[src/rtl/read_control_sync.sv]
// ---------------------------------------------------------------------------
// read_control_sync
//
// Read-side controller for an asynchronous FIFO. Runs entirely in the read
// clock domain. It owns the read binary and Gray pointers, brings the write
// Gray pointer across the clock boundary through a SyncStages-deep flop
// chain, and produces registered empty / almost-empty / fill-level status.
// It also produces a read-data-valid strobe that lines up with a registered
// RAM read port.
//
// Optional feature macro: RD_UNDERFLOW_FLAG_EN
//   defined   : o_underflow is a sticky flag, set by a read request while
//               empty and cleared only by rst_rd.
//   undefined : o_underflow is tied to 0 and no flop exists for it.
//
// Parameters
//   PtrWidth       RAM address width; depth = 2**PtrWidth, pointers are
//                  PtrWidth+1 bits (the MSB tells the two laps apart)
//   SyncStages     flops in the write-pointer synchroniser (>= 2)
//   AlmostEmptyThr o_almost_empty is asserted while level <= this value
//
// Ports
//   clk_rd          in   read-domain clock, rising edge
//   rst_rd          in   synchronous active-high reset
//   i_rd_en         in   consumer read request (ignored while empty)
//   i_wr_gray_ptr   in   write Gray pointer, asynchronous to clk_rd
//   o_bin_ptr       out  read binary pointer
//   o_gray_ptr      out  read Gray pointer, to the write domain
//   o_addr          out  RAM read address (low PtrWidth bits of o_bin_ptr)
//   o_rd_valid      out  RAM data valid, one cycle after an accepted read
//   o_empty         out  FIFO empty
//   o_almost_empty  out  level <= AlmostEmptyThr
//   o_level         out  entries available, 0 .. 2**PtrWidth
//   o_underflow     out  sticky underflow error (see macro above)
// ---------------------------------------------------------------------------
module read_control_sync #(
  parameter int PtrWidth       = 2,
  parameter int SyncStages     = 2,
  parameter int AlmostEmptyThr = 1
) (
  input  logic                clk_rd,
  input  logic                rst_rd,
  input  logic                i_rd_en,
  input  logic [PtrWidth:0]   i_wr_gray_ptr,
  output logic [PtrWidth:0]   o_bin_ptr,
  output logic [PtrWidth:0]   o_gray_ptr,
  output logic [PtrWidth-1:0] o_addr,
  output logic                o_rd_valid,
  output logic                o_empty,
  output logic                o_almost_empty,
  output logic [PtrWidth:0]   o_level,
  output logic                o_underflow
);

  localparam int PW = PtrWidth + 1;
  localparam logic [PtrWidth:0] THR = PW'(AlmostEmptyThr);

  // -------------------------------------------------------------------------
  // State
  // -------------------------------------------------------------------------
  logic [PtrWidth:0] sync_q [SyncStages];
  logic [PtrWidth:0] sync_d [SyncStages];

  logic [PtrWidth:0] bin_q,   bin_d;
  logic [PtrWidth:0] gray_q,  gray_d;
  logic [PtrWidth:0] level_q, level_d;
  logic              empty_q, empty_d;
  logic              almost_empty_q, almost_empty_d;
  logic              rd_valid_q, rd_valid_d;

  logic [PtrWidth:0] wr_gray_sync;
  logic [PtrWidth:0] wr_bin_sync;
  logic              rd_acc;

  // -------------------------------------------------------------------------
  // Write-pointer synchroniser: plain shift register, first stage samples
  // the asynchronous Gray pointer. Only one Gray bit changes per write, so
  // a metastable first stage resolves to either the old or the new value.
  // -------------------------------------------------------------------------
  always_comb begin
    for (int i = 0; i < SyncStages; i++) begin
      sync_d[i] = '0;
    end
    sync_d[0] = i_wr_gray_ptr;
    for (int i = 1; i < SyncStages; i++) begin
      sync_d[i] = sync_q[i-1];
    end
  end

  assign wr_gray_sync = sync_q[SyncStages-1];

  // Gray to binary: bit i is the XOR of Gray bits PtrWidth down to i.
  always_comb begin
    wr_bin_sync = '0;
    for (int i = 0; i <= PtrWidth; i++) begin
      wr_bin_sync[i] = ^(wr_gray_sync >> i);
    end
  end

  // -------------------------------------------------------------------------
  // Pointer and status next-state
  // -------------------------------------------------------------------------
  // Status is computed from the *next* pointer so that o_empty and o_level
  // already account for the read being accepted on this edge. A read is
  // never accepted while o_empty is high, so the pointer cannot overtake
  // the synchronised write pointer.
  assign rd_acc = i_rd_en & ~empty_q;

  always_comb begin
    bin_d          = bin_q + {{PtrWidth{1'b0}}, rd_acc};
    gray_d         = bin_d ^ (bin_d >> 1);
    empty_d        = (gray_d == wr_gray_sync);
    level_d        = wr_bin_sync - bin_d;
    almost_empty_d = (level_d <= THR);
    rd_valid_d     = rd_acc;
  end

  always_ff @(posedge clk_rd) begin
    if (rst_rd) begin
      for (int i = 0; i < SyncStages; i++) begin
        sync_q[i] <= '0;
      end
      bin_q          <= '0;
      gray_q         <= '0;
      level_q        <= '0;
      empty_q        <= 1'b1;
      almost_empty_q <= 1'b1;
      rd_valid_q     <= 1'b0;
    end else begin
      for (int i = 0; i < SyncStages; i++) begin
        sync_q[i] <= sync_d[i];
      end
      bin_q          <= bin_d;
      gray_q         <= gray_d;
      level_q        <= level_d;
      empty_q        <= empty_d;
      almost_empty_q <= almost_empty_d;
      rd_valid_q     <= rd_valid_d;
    end
  end

  // -------------------------------------------------------------------------
  // Underflow flag
  // -------------------------------------------------------------------------
`ifdef RD_UNDERFLOW_FLAG_EN
  logic underflow_q, underflow_d;

  always_comb begin
    underflow_d = underflow_q | (i_rd_en & empty_q);
  end

  always_ff @(posedge clk_rd) begin
    if (rst_rd) begin
      underflow_q <= 1'b0;
    end else begin
      underflow_q <= underflow_d;
    end
  end

  assign o_underflow = underflow_q;
`else
  assign o_underflow = 1'b0;
`endif

  // -------------------------------------------------------------------------
  // Outputs
  // -------------------------------------------------------------------------
  assign o_bin_ptr      = bin_q;
  assign o_gray_ptr     = gray_q;
  assign o_addr         = bin_q[PtrWidth-1:0];
  assign o_rd_valid     = rd_valid_q;
  assign o_empty        = empty_q;
  assign o_almost_empty = almost_empty_q;
  assign o_level        = level_q;

endmodule

[config.mk]
export PLATFORM = sky130hd
export DESIGN_NAME = read_control_sync
export DESIGN_NICKNAME = d
export VERILOG_FILES = /design/src/rtl/read_control_sync.sv
export SDC_FILE = /design/constraint.sdc
export NUM_CORES = 1
export LEC_CHECK = 0
export BUFFER_PORTS_ARGS = -buffer_cell sky130_fd_sc_hd__buf_4
export CAP_MARGIN = 20
export CORE_MARGIN = 2
export CORE_UTILIZATION = 50
export CTS_BUF_LIST = sky130_fd_sc_hd__clkbuf_8
export CTS_CLUSTER_SIZE = 12
export DETAILED_ROUTE_END_ITERATION = 7
export GPL_ROUTABILITY_DRIVEN = 0
export PLACE_DENSITY_LB_ADDON = 0.1
export SLEW_MARGIN = 40
export SYNTH_ARGS = -nofsm -noshare
export SYNTH_HDL_FRONTEND = slang
export SYNTH_SLANG_ARGS = --single-unit
[constraint.sdc]
create_clock -name clk_rd -period 3 [get_ports clk_rd]
set_clock_uncertainty 0.15 [all_clocks]
set_input_delay 0.15 -clock clk_rd [delete_from_list [all_inputs] [get_ports clk_rd]]
set_output_delay 0.15 -clock clk_rd [all_outputs]
set_load 0.1 [all_outputs]
==> flow_metrics.tcl, run 1 <==
set metrics [dict create \
    critical_path_required_ns 3.00 \
    r2r_slack_ns 0.68 \
    fillCellCount 96 \
    cts_root_buf "clkbuf_8" \
    drv_slew 0 \
    start_util 0.529 \
    min_period_ns 2.32 \
    pin_count 21 \
    cp_top_family "adder cells" \
    final_nets 90 \
    clkTransAtPathRegs_ns 0.07 \
    grt-ovfl-total 0 \
    cp-start-kind "flip-flop" \
    finalInstanceArea_um2 857 \
    via_count 413 \
    tritoncts "done" \
    ant_nets 0 \
    h-tree-depth 1 \
    drc 0 \
    die_w_um 40.6 \
    syn_avg_cell_area_um2 11.2 \
    hold_viol 0 \
    syn2layout_area_growth_pct 27.8 \
    slowest_stage "fa_1" \
    regToRegStartpoint "o_empty$_SDFF_PP1_" \
    fmax_mhz 432 \
    ir_worst_vdd_uv 456 \
    grt_pass1_wl_mm 1.47 \
    via_per_inst 4.35 \
    min_path_type "in -> reg" \
    drt_pre_antenna_iters 2 \
    cp-end-kind "flip-flop" \
    numCtsBuffers 3 \
    grt_pass1_vias 324 \
    rsz0062_at_grt "no" \
    path_max_fanout 4 \
    antenna_cells 0 \
    synth_seq_cells 17 \
    core-area_um2 1270 \
    avgRoutedWirePerCell_um 10.3 \
    crit_path_cell_trace "and2b_2, and2_1, ha_1, inv_1, fa_1, xor2_1, xnor2_1, nor2_1, nor2_1" \
    reg2reg_depth 9 \
    io_buffers 19 \
    grt_max_degree 17 \
    period_share 0.772 \
    grt_use_total 0.149 \
    crit_type "reg -> reg" \
    post_cts_resized 0 \
    crit_arrival_ns 2.31 \
    yosysWarningCount 0 \
    cpMostUsedCell "nor2_1" \
    insertion_delay_ns 0.25 \
    cts_buffer_depth 2 \
    finalSetupViolCount 0 \
    leakagePower_nw 0.400 \
    yosysUniqueCellTypes 19 \
    synth_fp_nets 69 \
    drive_gt1_frac 0.325 \
    clock-sinks 17 \
    synth_seq_area_share 0.507 \
    netlist_area_um2 671 \
    holdPathEnd "sync_q[0][2]$_SDFF_PP0_" \
    setup_tns_ns 0 \
    layout_common_cells "buf_4, dfxtp_1, nor2b_1" \
    syn_inst 60 \
    wl_um 981 \
    whs_path_depth 2 \
    final_common_cell "buf_4" \
    max_stage_delay_ns 0.44 \
    antenna_found_initial 0 \
    drv_cap 0 \
    regToRegEndpoint "o_almost_empty$_SDFF_PP1_" \
    p_per_area_nw_per_um2 764 \
    num_rows 13 \
    hp-start "i_wr_gray_ptr[2]" \
    fin_hold_ws_ns 0.00231 \
    drtIter0Drc 2 \
    dieArea_um2 1650 \
    die_h_um 40.6 \
    status "completed" \
    dp.final_hpwl_um 663 \
    placed_area_um2 791 \
    final_util 0.676 \
    path_buf_inv 1 \
]
-- cell families (layout without fill, tap and decap cells) --
family          count (synthesis)  count (layout)  synth area share
buf+inv                         7              27            0.0728
flops                          17              17             0.507
compound gates                  2               2            0.0205
fa+ha+maj                       3               3            0.0672
xor+xnor                       10              10             0.162
other cells                     1               1           0.00559
simple gates                   20              20             0.164
-- stage by stage --
step | setup WS [ns] | cells | power (mW)
3_5_place_dp | 0.677 | 89 | 0.491
3_3_place_gp | 0.705 | 89 | 0.490
5_1_grt | 0.555 | 95 | 0.684
6_report | 0.683 | 95 | 0.655
2_1_floorplan | 0.0440 | 60 | 0.453
4_1_cts | 0.673 | 95 | 0.661
-- where the power goes --
part           switching (mW)  total (mW)  internal (mW)
Clock                  0.0760       0.168         0.0920
Sequential            0.00833       0.255          0.247
Combinational           0.175       0.232         0.0570
-- repair_timing --
action                    in CTS  in global routing
hold endpoints to repair       2                  0
setup buffers                  0                  0
hold buffers                   2                  0
-- how the worst max path moves through the flow --
| stage | cells after the start | startpoint | slack [ns] | end |
|---|---|---|---|---|
| after floorplan | 9 | o_empty$_SDFF_PP1_ | 0.04 | o_almost_empty$_SDFF_PP1_ |
| after global placement | 9 | o_empty$_SDFF_PP1_ | 0.71 | o_almost_empty$_SDFF_PP1_ |
| after detailed placement | 9 | o_empty$_SDFF_PP1_ | 0.68 | o_almost_empty$_SDFF_PP1_ |
| after CTS | 9 | o_empty$_SDFF_PP1_ | 0.67 | o_almost_empty$_SDFF_PP1_ |
| after global routing | 9 | o_empty$_SDFF_PP1_ | 0.55 | o_almost_empty$_SDFF_PP1_ |
| final | 9 | o_empty$_SDFF_PP1_ | 0.68 | o_almost_empty$_SDFF_PP1_ |
-- registers in the layout, indices dropped and copies added, names as in the netlist --
name	count
o_gray_ptr	2
o_almost_empty	1
o_bin_ptr	3
o_rd_valid	1
sync_q	6
o_level	3
o_empty	1
-- area by class of cell --
type | count | area (um^2) | area share
clock buffers | 3 | 41.3 | 0.0482
clock inverters | 1 | 5.00 | 0.00584
inverters | 2 | 7.51 | 0.00876
multi-input cells | 36 | 282 | 0.328
flip-flops and latches | 17 | 340 | 0.397
well taps | 15 | 18.8 | 0.0219
repair buffers | 21 | 163 | 0.190
-- synthesized netlist by cell type --
cell     number  share of area
dfxtp_1      17           0.51
nor2b_1       9          0.084
nor2_1        7          0.039
buf_4         4          0.045
xnor2_1       4          0.052
xor2_1        4          0.052
ha_1          2          0.037
inv_1         2          0.011
a21o_1        1          0.011
and2_1        1         0.0093
and2b_2       1          0.013
buf_6         1          0.017
conb_1        1         0.0056
fa_1          1          0.030
nand2_1       1         0.0056
o22ai_1       1         0.0093
or2b_2        1          0.013
xnor2_2       1          0.024
xnor3_1       1          0.034
-- metal layers --
metal / wire length (um) / GRT usage / share of wire
met5: 0 / 0 / 0
met4: 15 / 0.150 / 0.015
met3: 53 / 0.0326 / 0.054
met2: 502 / 0.230 / 0.51
met1: 410 / 0.163 / 0.42
No activity file was read; power rests on OpenSTA's default activity.
==> run 2: changes to the inputs <==
==> constraint.sdc (replaced) <==
create_clock -name clk_rd -period 2.2 [get_ports clk_rd]
set_clock_uncertainty 0.15 [all_clocks]
set_input_delay 0.11 -clock clk_rd [delete_from_list [all_inputs] [get_ports clk_rd]]
set_output_delay 0.11 -clock clk_rd [all_outputs]
set_load 0.1 [all_outputs]
==> flow_metrics.tcl, run 2 (synthesized netlist as in run 1, its figures left out) <==
set metrics [dict create \
    status "completed" \
    core-area_um2 1270 \
    cp-end-kind "flip-flop" \
    cts_buffer_depth 2 \
    grt_max_degree 17 \
    drv_cap 0 \
    finalInstanceArea_um2 988 \
    avgRoutedWirePerCell_um 11.1 \
    drive_gt1_frac 0.444 \
    final.setup.worst_slack_ns 0.0856 \
    cpMostUsedCell "nor2_1" \
    drt_pre_antenna_iters 1 \
    die_h_um 40.6 \
    insertion_delay_ns 0.25 \
    die_w_um 40.6 \
    final_nets 100 \
    critical_path_required_ns 2.20 \
    drc 0 \
    ant_nets 0 \
    min_period_ns 2.11 \
    crit_path_cell_trace "and2b_2, and2_4, ha_4, inv_4, fa_2, xor2_1, xnor2_1, nor2_1, nor2_1" \
    path_buf_inv 1 \
    clock-sinks 17 \
    cts_root_buf "clkbuf_8" \
    grt-ovfl-total 0 \
    grt_pass1_vias 415 \
    cp-start-kind "flip-flop" \
    grt_use_total 0.173 \
    ir_worst_vdd_uv 624 \
    period_share 0.961 \
    reg2reg_depth 9 \
    placed_area_um2 832 \
    max_stage_delay_ns 0.34 \
    regToRegEndpoint "o_almost_empty$_SDFF_PP1_" \
    cp-startpoint "o_empty$_SDFF_PP1_" \
    tritoncts "done" \
    crit_arrival_ns 2.11 \
    endpoint "o_almost_empty$_SDFF_PP1_" \
    drv_slew 0 \
    path_max_fanout 4 \
    slowest_stage "dfxtp_4" \
    via_per_inst 4.35 \
    grt_pass1_wl_mm 1.70 \
    via_count 457 \
    post-place-cells 91 \
    hold_viol 0 \
    leakagePower_nw 0.448 \
    numCtsBuffers 3 \
    h-tree-depth 1 \
    syn2layout_area_growth_pct 47.4 \
    r2r_slack_ns 0.09 \
    p_per_area_nw_per_um2 936 \
    antenna_cells 0 \
    pin_count 21 \
    drtIter0Drc 0 \
    io_buffers 19 \
    fmax_mhz 473 \
    largest-register "sync_q" \
    min_path_type "in -> reg" \
    wl_mm 1.17 \
    clkTransAtPathRegs_ns 0.07 \
    cp_top_family "adder cells" \
    place_ws_ns 0.0551 \
    finalSetupViolCount 0 \
    final_common_cell "buf_4" \
    crit_type "reg -> reg" \
    regToRegStartpoint "o_empty$_SDFF_PP1_" \
    rsz0062_at_grt "no" \
    antenna_found_initial 0 \
    num_rows 13 \
    start_util 0.529 \
    instances_no_fill 105 \
    largest_reg_flops 6 \
    crit_cells 9 \
    dieArea_um2 1650 \
    layout_common_cells "buf_4, dfxtp_1, nor2b_1" \
]
-- run 2: cell count changes in the layout (fill, tap and decap cells not counted), moves of 2 or more --
cell           delta
xor2_1            -2
dfxtp_1           -3
dlygate4sd3_1     +5
dfxtp_2           +2
xor2_2            +2
buf_4             +5
-- run 2: final cells by class --
class / instances / area, um^2
fill: 87 / 280
clock inverter: 1 / 7.51
sequential: 17 / 347
multi-input combinational: 36 / 314
timing repair buffer: 31 / 250
tap: 15 / 18.8
inverter: 2 / 10.0
clock buffer: 3 / 41.3
-- run 2: stage by stage --
step                      total power, mW  TNS [ns]  utilization  hold slack [ns]
after floorplan                     0.624    -0.137            -           0.0316
after global placement              0.676         0        0.656            0.174
after detailed placement            0.680         0        0.656            0.190
after CTS                           0.925         0        0.750            0.111
after global routing                0.964         0        0.779            0.130
final                               0.925         0        0.779            0.124
-- run 2: power by group --
group | switching, mW | internal, mW | total [mW]
Clock | 0.107 | 0.127 | 0.235
Combinational | 0.246 | 0.0944 | 0.340
Sequential | 0.0126 | 0.338 | 0.350
Total | 0.366 | 0.560 | 0.925
-- run 2: worst reg2reg max path, delay by kind of cell, from the launching register on --
| kind | cells | cell delay [ns] |
|---|---|---|
| fa+ha+maj | 2 | 0.61 |
| simple gates | 4 | 0.58 |
| flops | 1 | 0.34 |
| xor+xnor | 2 | 0.28 |
| buf+inv | 1 | 0.04 |
-- run 2: routing by layer --
layer | track usage | vias to the layer above | wire [um]
li1 | - | 236 | -
met1 | 0.177 | 204 | 420
met2 | 0.294 | 15 | 669
met3 | 0.0543 | 2 | 66
met4 | 0.125 | 0 | 12
met5 | 0 | - | 0
-- run 2: timing repair --
action / in CTS / in global routing
hold buffers: 7 / 0
hold endpoints to repair: 12 / 0
endpoints found under the setup margin: 0 / 1
buffers inserted: 0 / 3
gates resized for setup: 0 / 2
-- run 2: worst min-delay path by stage --
stage	start	endpoint	cells past startpoint
floorplan	rst_rd	o_rd_valid$_SDFF_PP0_	1
global placement	i_wr_gray_ptr[2]	sync_q[0][2]$_SDFF_PP0_	2
detailed placement	i_wr_gray_ptr[2]	sync_q[0][2]$_SDFF_PP0_	2
CTS	i_rd_en	o_rd_valid$_SDFF_PP0_	3
global route	i_rd_en	o_rd_valid$_SDFF_PP0_	3
finish	i_rd_en	o_rd_valid$_SDFF_PP0_	3
==> run 3: changes to the inputs <==
--- a/config.mk
+++ b/config.mk
@@ -5,14 +5,13 @@
 export SDC_FILE = /design/constraint.sdc
 export NUM_CORES = 1
 export LEC_CHECK = 0
-export BUFFER_PORTS_ARGS = -buffer_cell sky130_fd_sc_hd__buf_4
 export CAP_MARGIN = 20
-export CORE_MARGIN = 2
-export CORE_UTILIZATION = 50
+export CORE_AREA = 2 2 39 41
 export CTS_BUF_LIST = sky130_fd_sc_hd__clkbuf_8
 export CTS_CLUSTER_SIZE = 12
 export DETAILED_ROUTE_END_ITERATION = 7
-export GPL_ROUTABILITY_DRIVEN = 0
+export DIE_AREA = 0 0 41 43
+export DONT_BUFFER_PORTS = 1
 export PLACE_DENSITY_LB_ADDON = 0.1
 export SLEW_MARGIN = 40
 export SYNTH_ARGS = -nofsm -noshare
==> flow_metrics.tcl, run 3 (synthesized netlist as in run 1, its figures left out) <==
set metrics [dict create \
    ir_worst_vdd_uv 517 \
    relSlewSlack 0.645 \
    r2r_slack_ns 0.08 \
    gp_congestion 0.740 \
    dieArea_um2 1760 \
    p_per_area_nw_per_um2 1010 \
    drtIter0Drc 3 \
    final.setup.worst_slack_ns 0.0843 \
    start_util 0.485 \
    fin_hold_ws_ns 0.0576 \
    whs_path_depth 2 \
    via_count 408 \
    grt_use_total 0.131 \
    antenna_cells 0 \
    clkTransAtPathRegs_ns 0.06 \
    grt_pass1_wl_mm 1.44 \
    grt_max_degree 17 \
    finalSetupViolCount 0 \
    avgRoutedWirePerCell_um 10.4 \
    critical_path_required_ns 2.19 \
    finalInstanceArea_um2 885 \
    crit_path_cell_trace "and2b_2, and2_4, ha_4, inv_4, fa_2, xor2_1, xnor2_1, nor2_1, nor2_1" \
    cpMostUsedCell "nor2_1" \
    drt_pre_antenna_iters 4 \
    reg2reg_depth 9 \
    min_period_ns 2.12 \
    final_util 0.639 \
    worst_pin_slew_ns 0.531 \
    path_buf_inv 1 \
    drive_gt1_frac 0.416 \
    largest_reg_flops 6 \
    regToRegEndpoint "o_almost_empty$_SDFF_PP1_" \
    cp_top_family "adder cells" \
    tritoncts "done" \
    syn2layout_area_growth_pct 31.9 \
    via_per_inst 4.39 \
    ant_nets 0 \
    placed_area_um2 774 \
    hold_viol 0 \
    io_buffers 0 \
    max_stage_delay_ns 0.34 \
    h-tree-depth 1 \
    drc 0 \
    insertion_delay_ns 0.25 \
    largest-register "sync_q" \
    final_common_cell "buf_4" \
    numCtsBuffers 3 \
    final_nets 87 \
    antenna_found_initial 0 \
    crit_arrival_ns 2.11 \
    drv_cap 0 \
    drv_slew 0 \
    die_w_um 41 \
    cts_buffer_depth 2 \
    regToRegStartpoint "o_empty$_SDFF_PP1_" \
    cp-start-kind "flip-flop" \
    status "completed" \
    place_ws_ns 0.0605 \
    hp-start "i_rd_en" \
    pin_count 21 \
    num_rows 14 \
    crit_cells 9 \
    layout_common_cells "buf_4, dfxtp_1, nor2b_1" \
    dp.final_hpwl_um 730 \
    core-area_um2 1380 \
    cp-end-kind "flip-flop" \
    path_max_fanout 4 \
    min_path_type "in -> reg" \
    leakagePower_nw 0.383 \
    period_share 0.962 \
    slowest_stage "dfxtp_4" \
    holdPathEnd "o_rd_valid$_SDFF_PP0_" \
    crit_type "reg -> reg" \
    grt-ovfl-total 0 \
    wl_um 968 \
    cts_root_buf "clkbuf_8" \
    fmax_mhz 473 \
    rsz0062_at_grt "no" \
    clock-sinks 17 \
    grt_pass1_vias 389 \
    die_h_um 43 \
]
## run 3: cell types whose count changed in the layout (fill, tap and decap cells not counted), sizes merged
| cell | previous run | this run |
|---|---|---|
| clkinvlp | 1 | 0 |
| inv | 2 | 3 |
| buf | 24 | 14 |
| dlygate4sd3 | 7 | 4 |
## run 3: worst max-delay path by stage
stage / end / start / slack, ns
2_1_floorplan: o_almost_empty$_SDFF_PP1_ / o_empty$_SDFF_PP1_ / -0.10
3_3_place_gp: o_almost_empty$_SDFF_PP1_ / o_empty$_SDFF_PP1_ / 0.11
3_5_place_dp: o_almost_empty$_SDFF_PP1_ / o_empty$_SDFF_PP1_ / 0.06
4_1_cts: o_almost_empty$_SDFF_PP1_ / o_empty$_SDFF_PP1_ / 0.04
5_1_grt: o_almost_empty$_SDFF_PP1_ / o_empty$_SDFF_PP1_ / 0.01
6_report: o_almost_empty$_SDFF_PP1_ / o_empty$_SDFF_PP1_ / 0.08
## run 3: layout make-up
class / instances / area (um^2)
repair buffers: 18 / 145
clock inverters: 1 / 3.75
inverters: 2 / 10.0
well taps: 16 / 20.0
flip-flops and latches: 17 / 348
multi-input cells: 36 / 317
fillers: 122 / 499
clock buffers: 3 / 41.3
## run 3: routing by layer
layer  track usage  wire [um]  vias up
li1              -          -      208
met1         0.109        341      183
met2         0.231        535       15
met3        0.0366         76        2
met4         0.100         14        0
met5             0          0        -
## run 3: repair_timing
item                       in CTS  in global routing
gates resized for setup         0                  4
buffers inserted                0                  1
setup endpoints to repair       0                  2
hold endpoints to repair       17                  0
hold buffers                    4                  0
## run 3: report_power, final
part           switching, mW  total (mW)  leakage [nW]  internal (mW)
logic                  0.243       0.324         0.215         0.0803
clock network         0.0944       0.218        0.0269          0.124
registers             0.0123       0.350         0.141          0.338
## run 3: stage by stage
stage / instances / power [mW] / TNS, ns
after detailed placement: 84 / 0.667 / 0
after floorplan: 60 / 0.624 / -0.137
after global placement: 84 / 0.661 / 0
final: 93 / 0.892 / 0
after CTS: 92 / 0.896 / 0
after global routing: 93 / 0.930 / 0
